### src/rtl/kulisch_accum_poc.sv
// Kulisch accumulator stage: sums signed shifted products over a first/last framed
// dot product and presents each finished sum through a one-entry valid/ready register.
module kulisch_accum_poc #(
  parameter int ACC_DESIRED = 32,
  parameter int CNT_W       = 16
) (
  input  logic                   clock,
  input  logic                   resetn,
  input  logic                   in_valid,
  output logic                   in_ready,
  input  logic [ACC_DESIRED-1:0] in_addend,
  input  logic                   in_first,
  input  logic                   in_last,
  output logic [ACC_DESIRED-1:0] acc_q,
  output logic                   out_valid,
  input  logic                   out_ready,
  output logic [ACC_DESIRED-1:0] out_acc,
  output logic                   out_overflow,
  output logic [CNT_W-1:0]       out_count
);

  typedef enum logic {IDLE, ACCUM} state_t;

  localparam logic [CNT_W-1:0] CNT_ONE = {{(CNT_W-1){1'b0}}, 1'b1};

  function automatic logic [CNT_W-1:0] cnt_sat_inc(input logic [CNT_W-1:0] c);
    return (&c) ? c : c + CNT_ONE;
  endfunction

  function automatic logic add_ovf(input logic a_msb, input logic b_msb, input logic s_msb);
    return (a_msb == b_msb) && (s_msb != a_msb);
  endfunction

  state_t                   state_q, state_d;
  logic [ACC_DESIRED-1:0]   acc_d;
  logic                     sticky_q, sticky_d;
  logic [CNT_W-1:0]         cnt_q, cnt_d;
  logic                     out_valid_q, out_valid_d;
  logic [ACC_DESIRED-1:0]   out_acc_q, out_acc_d;
  logic                     out_ovf_q, out_ovf_d;
  logic [CNT_W-1:0]         out_cnt_q, out_cnt_d;

  logic                     accept;
  logic                     fresh;
  logic signed [ACC_DESIRED-1:0] base_s, addend_s, sum_s;
  logic                     ovf;
  logic                     sticky_nxt;
  logic [CNT_W-1:0]         cnt_nxt;

  assign out_valid    = out_valid_q;
  assign out_acc      = out_acc_q;
  assign out_overflow = out_ovf_q;
  assign out_count    = out_cnt_q;

  always_comb begin
    in_ready   = !out_valid_q || out_ready;
    accept     = in_valid && in_ready;
    // A first flag or an idle accumulator starts a fresh sum from zero.
    fresh      = in_first || (state_q == IDLE);
    addend_s   = in_addend;
    base_s     = fresh ? '0 : acc_q;
    sum_s      = base_s + addend_s;
    ovf        = add_ovf(base_s[ACC_DESIRED-1], addend_s[ACC_DESIRED-1], sum_s[ACC_DESIRED-1]);
    sticky_nxt = fresh ? ovf : (sticky_q | ovf);
    cnt_nxt    = fresh ? CNT_ONE : cnt_sat_inc(cnt_q);

    state_d     = state_q;
    acc_d       = acc_q;
    sticky_d    = sticky_q;
    cnt_d       = cnt_q;
    out_valid_d = out_valid_q;
    out_acc_d   = out_acc_q;
    out_ovf_d   = out_ovf_q;
    out_cnt_d   = out_cnt_q;

    if (out_valid_q && out_ready) out_valid_d = 1'b0;

    if (accept) begin
      if (in_last) begin
        // A new result may replace one being drained this same edge.
        out_valid_d = 1'b1;
        out_acc_d   = sum_s;
        out_ovf_d   = sticky_nxt;
        out_cnt_d   = cnt_nxt;
        acc_d       = '0;
        sticky_d    = 1'b0;
        cnt_d       = '0;
        state_d     = IDLE;
      end else begin
        acc_d    = sum_s;
        sticky_d = sticky_nxt;
        cnt_d    = cnt_nxt;
        state_d  = ACCUM;
      end
    end
  end

  // Single register stage: accumulator, frame state and output holding register.
  always_ff @(posedge clock or negedge resetn) begin
    if (!resetn) begin
      state_q     <= IDLE;
      acc_q       <= '0;
      sticky_q    <= 1'b0;
      cnt_q       <= '0;
      out_valid_q <= 1'b0;
      out_acc_q   <= '0;
      out_ovf_q   <= 1'b0;
      out_cnt_q   <= '0;
    end else begin
      state_q     <= state_d;
      acc_q       <= acc_d;
      sticky_q    <= sticky_d;
      cnt_q       <= cnt_d;
      out_valid_q <= out_valid_d;
      out_acc_q   <= out_acc_d;
      out_ovf_q   <= out_ovf_d;
      out_cnt_q   <= out_cnt_d;
    end
  end

endmodule

### config.mk
export PLATFORM = sky130hd
export DESIGN_NAME = kulisch_accum_poc
export DESIGN_NICKNAME = d
export VERILOG_FILES = /design/src/rtl/kulisch_accum_poc.sv
export SDC_FILE = /design/constraint.sdc
export NUM_CORES = 1
export LEC_CHECK = 0
export ABC_AREA = 1
export BUFFER_PORTS_ARGS = -buffer_cell sky130_fd_sc_hd__buf_2
export CORE_ASPECT_RATIO = 0.5
export CORE_MARGIN = 2
export CORE_UTILIZATION = 55
export DETAILED_ROUTE_END_ITERATION = 8
export PLACE_DENSITY_LB_ADDON = 0.2
export RECOVER_POWER = 50
export SYNTH_ARGS = -nofsm -noshare
export SYNTH_HDL_FRONTEND = slang
export SYNTH_SLANG_ARGS = --single-unit
### constraint.sdc
create_clock -name clock -period 3.7 [get_ports clock]
set_clock_uncertainty 0.2 [all_clocks]
set_input_delay 0.555 -clock clock [delete_from_list [all_inputs] [get_ports clock]]
set_output_delay 0.555 -clock clock [all_outputs]
set_load 0.005 [all_outputs]
; After elaboration in Yosys (flattened, before gate mapping)
; Cells that the tools add are included.
[op_classes]
add_sub_neg = 2
n_bitwise = 2
muxes = 11
eq_ne = 2
reduce_logical = 8
[ops]
columns = op, n
row1 = two-way mux 32 bit, 2
row2 = two-way mux 16 bit, 3
row3 = adder 32 bit, 1
row4 = adder 16 x 1 -> 16 bit (second input constant), 1
row5 = AND reduction 16 bit, 1
row6 = two-way mux 1 bit, 6
row7 = logical AND 1 bit, 3
row8 = logical OR 1 bit, 2
row9 = AND reduction 2 bit, 1
row10 = equality test 1 bit, 1
row11 = logical NOT 1 bit, 1
row12 = != test 1 bit, 1
row13 = inverter 1 bit, 1
row14 = bitwise OR 1 bit, 1
[totals]
elab_cells = 33
in_bits = 38
out_inout_bits = 83
register_bits = 100

; Longest topological paths before layout
[logic_depth]
word_depth = 9
depth_mapped = 18
ltp_nobuf = 17

; Least setup slack after synthesis
; No wires, ideal clock.
[synth_timing]
kind = input to register
from = in in_first
to = reg acc_q[30]
required_time_ns = 3.382
path_stages = 17
path_buffers = 1
arrival_ns = 2.605
setup_ns = 0.118
path_slack_ns = 0.777
path_cell_list = nor2_2 > inv_2 > clkbuf_1 > nor2_1 > ha_1 > inv_1 > fa_1 > o21ai_2 > nand2_1 > nand2_1 > nand2_1 > nand2_2 > nand2_1 > nand2_1 > nand2_1 > nand3_1 > nand2_1
[synth_via]
elab_chain_len = 4
[synth_lines]
columns = element, line_no
row1 = "start, declared", 12  ; input logic in_first,
row2 = logical OR 1 bit, 59  ; fresh = in_first || (state_q == IDLE);
row3 = two-way mux 32 bit, 61  ; base_s = fresh ? '0 : acc_q;
row4 = adder 32 bit, 62  ; sum_s = base_s + addend_s;
row5 = two-way mux 32 bit, 79  ; if (in_last) begin
row6 = "end signal, assigned", 102  ; acc_q <= '0;
row7 = "end signal, assigned", 111  ; acc_q <= acc_d;
row8 = "end, declared", 14  ; output logic [ACC_DESIRED-1:0] acc_q,
; Every way passes these cells.
; A chain may end at the register's enable or synchronous reset.

; Final worst setup path
[layout_timing]
from = reg state_q
to = reg acc_q[12]
[layout_via]
elab_chain_len = 5
[layout_lines]
columns = element, line_no
row1 = "start, declared", 34  ; state_t state_q, state_d;
row2 = "start signal, assigned", 110  ; state_q <= state_d;
row3 = inverter 1 bit, 59
row4 = logical OR 1 bit, 59
row5 = two-way mux 32 bit, 61
row6 = adder 32 bit, 62
row7 = two-way mux 32 bit, 79
; Every way passes these cells.

==> impl_metrics.csv <==
group,metric,value,unit
hold_path,worstHoldPathCells,2,
pwr,cellPowerDensity,405.1,nW/um^2
logic_synthesis,synthFlopType,"dfrtp_1",
cts,cts_max_level,3,
route,postRouteAntennaNets,0,
logic_synthesis,syn-num-nets,1032,
route,vias_per_cell,5.262,
cts,clock_latency,0.35,ns
worst_setup_path,cp-start-kind,"flop",
worst_setup_path,critPathTopFamily,"simple AND/OR/NAND/NOR gates",
hold_path,hp-start,"out_acc[14]",
logic_synthesis,synth_edf_count,0,
floorplanning,rows,28,
hold_path,worstHoldEndpoint,"out_acc[14]",
placement,dpl.hpwl,14.52,mm
cells_and_area,multiInputGateArea,3431,um^2
worst_setup_path,crit_cells,12,
global_routing,grt_remaining_overflow,0,
worst_setup_path,timing.rr.start,"state_q",
worst_setup_path,crit_path_top_delay_cell,"or2_2",
sta,fmax,335.7,MHz
global_routing,grt.total_usage,30.27,%
cts,tritoncts,"built",
route,first_pass_iters,5,
cells_and_area,n_fill_cell,1113,
placement,place_area,7357,um^2
cells_and_area,layout-drive-gt1-share,12.67,%
logic_synthesis,synthCells,961,
worst_setup_path,crit_buf_inv,3,
route,routedWlPerCell,15.36,um
cells_and_area,layout.nets,1147,
logic_synthesis,synth_warnings,0,
sta,min_period_over_period,80.50,%
sta,finalSetupTns,0,ns
cts,clk_pin_slew_worst_paths,0.08,ns
cts,cts_max_path_buffers,2,
floorplanning,die_w,158.6,um
worst_setup_path,cp.required,3.72,ns
logic_synthesis,yosys_register_bits,100,
sta,rsz0062_at_grt,"false",
sta,setup_viol_count_final,0,
logic_synthesis,syn_avg_cell_area,6.835,um^2
worst_setup_path,crit_top_cell,"o21ai_0",
worst_setup_path,worstPathMaxFanout,18,
worst_setup_path,path_class,"reg2reg",
hold_path,min_path_type,"reg2reg",
pwr,irDropWorstVdd,0.2312,mV
route,drc,0,
worst_setup_path,worstPathCellList,"inv_1 -> nor2_2 -> inv_2 -> buf_12 -> nor2_1 -> ha_1 -> a21oi_1 -> o21ai_0 -> nand3b_1 -> or2_2 -> nand3_1 -> o21ai_0",
floorplanning,core_area,11740,um^2
logic_synthesis,syn_area,6569,um^2
sta,period_needed,2.979,ns
cts,cts.sinks,100,
floorplanning,pin_count,121,
floorplanning,start_util,55.97,%
worst_setup_path,arrival,2.99,ns
cts,cts-buffers-inserted,9,
pwr,leakage,0.004164,uW
sta,hold_violations,0,
sta,maxSlewViolCount,0,
cells_and_area,finish.instance_area,7611,um^2
worst_setup_path,reg2reg_slack,0.72,ns
cells_and_area,register_area,2502,um^2
route,first_iter_violations,418,
floorplanning,die_h,81.28,um
route,vias,6556,
sta,timing.slew.headroom,2.822,%
route,wirelength,19.14,mm
placement,gp_congestion,1.014,
cells_and_area,final_util,64.85,%
cts,holdBufCountCts,0,
placement,dp_cells,1230,
cells_and_area,syn2layout_area_growth,15.87,%
global_routing,grt_max_degree,57,
global_routing,grt_pass1_wl,30.02,mm
logic_synthesis,yosysSeqAreaShare,38.10,%
cts,root_buffer,"clkbuf_16",
global_routing,antenna_found_initial,0,
placement,io_buffers,120,
cts,cts_resized,0,
worst_setup_path,critPathCaptureType,"flop",
cells_and_area,diodes,0,
logic_synthesis,ys_types,33,
global_routing,grt_pass1_vias,6118,
worst_setup_path,r2r_end,"acc_q[12]",
worst_setup_path,slowest_delay,0.37,ns
status,status,"complete, no violations",
worst_setup_path,r2r_cells,12,
cells_and_area,finalNonFillerCells,1246,
floorplanning,dieArea,12890,um^2
cts,post_cts_buffers,0,
sta,hold_slack,0.2771,ns
sta,tightest_slew,1.458,ns
logic_synthesis,async_flop_share,100.0,%
job,maxCapViolations,0,
worst max path at each step:
stage                         endpoint  slack (ns)  startpoint
after global placement       acc_q[12]        0.58    in_first
after floorplan              acc_q[30]        0.78    in_first
after detailed placement     acc_q[16]        0.49    in_first
final                        acc_q[12]        0.72     state_q
after global routing      out_overflow        0.51     state_q
after CTS                    acc_q[12]        0.77     state_q
cell type report:
class	count	area share [%]
Tap cell	165	2.712
Multi-Input combinational cell	696	45.08
Clock buffer	9	2.959
Inverter	141	6.954
Timing Repair Buffer	128	8.516
Sequential cell	100	32.88
Clock inverter	7	0.9042
cells in the mapped netlist (all sizes together), types with 5 or more instances:
master	count	area [um^2]
a21oi	33	165.2
buf	15	72.57
clkbuf	9	33.78
dfrtp	100	2502
ha	32	400.4
inv	141	529.3
nand2	320	1214
nand3	86	440.4
nand3b	5	37.54
nand4	11	68.82
nor2	87	346.6
nor3	13	70.07
o21ai	60	307.8
o21bai	7	52.55
o22ai	13	81.33
or2	5	31.28
xnor2	9	78.83
xor2	10	87.58
flip-flops by register name, indices dropped and copies added, names as in the netlist:
| name | count |
|---|---|
| acc_q | 32 |
| out_acc | 32 |
| cnt_q | 16 |
| out_count | 16 |
| out_overflow | 1 |
| out_valid | 1 |
| state_q | 1 |
| sticky_q | 1 |
per-layer routing:
| metal | track usage [%] | share of wire [%] | up-vias |
|---|---|---|---|
| met4 | 5.495 | 0.80 | 0 |
| met5 | 0 | 0 | - |
| met1 | 40.07 | 47 | 3081 |
| met3 | 4.803 | 4.9 | 16 |
| met2 | 53.42 | 48 | 188 |
| li1 | - | - | 3271 |
logic make-up (layout without fill, tap and decap cells):
group	Yosys count	after routing	share of synthesized area [%]
flip-flops	100	100	38.10
AO/OA/AOI/OAI	116	116	9.581
XOR/XNOR	19	19	2.533
buffers and inverters	165	285	9.676
adder cells (fa/ha/maj)	33	33	6.400
AND/OR/NAND/NOR	528	528	33.71
power by group:
group | internal (uW) | switching, uW
logic | 300 | 523
registers | 1240 | 86.8
clock network | 475 | 462
worst register-to-register path: cells and delay by family, from the launching register on:
kind | cells | cell delay [ns]
buf+inv | 3 | 0.57
compound gates | 3 | 0.50
simple gates | 5 | 0.90
fa+ha+maj | 1 | 0.33
flops | 1 | 0.36
cells in the final DEF (no fill, tap or decap), types with 12 or more instances in the layout:
cell type and count:
a21oi_1 33, buf_2 95, clkbuf_1 26, dfrtp_1 100, ha_1 32, inv_1 139
nand2_1 315, nand3_1 84, nor2_1 83, nor3_1 12, o21ai_0 53, o22ai_1 13
through the flow:
stage | total power [uW] | setup WS [ns]
finish | 3083 | 0.7214
CTS | 3105 | 0.7720
global placement | 2156 | 0.5752
global route | 3272 | 0.5078
floorplan | 1820 | 0.7773
detailed placement | 2170 | 0.4935
(Power assumes the default switching activity.)
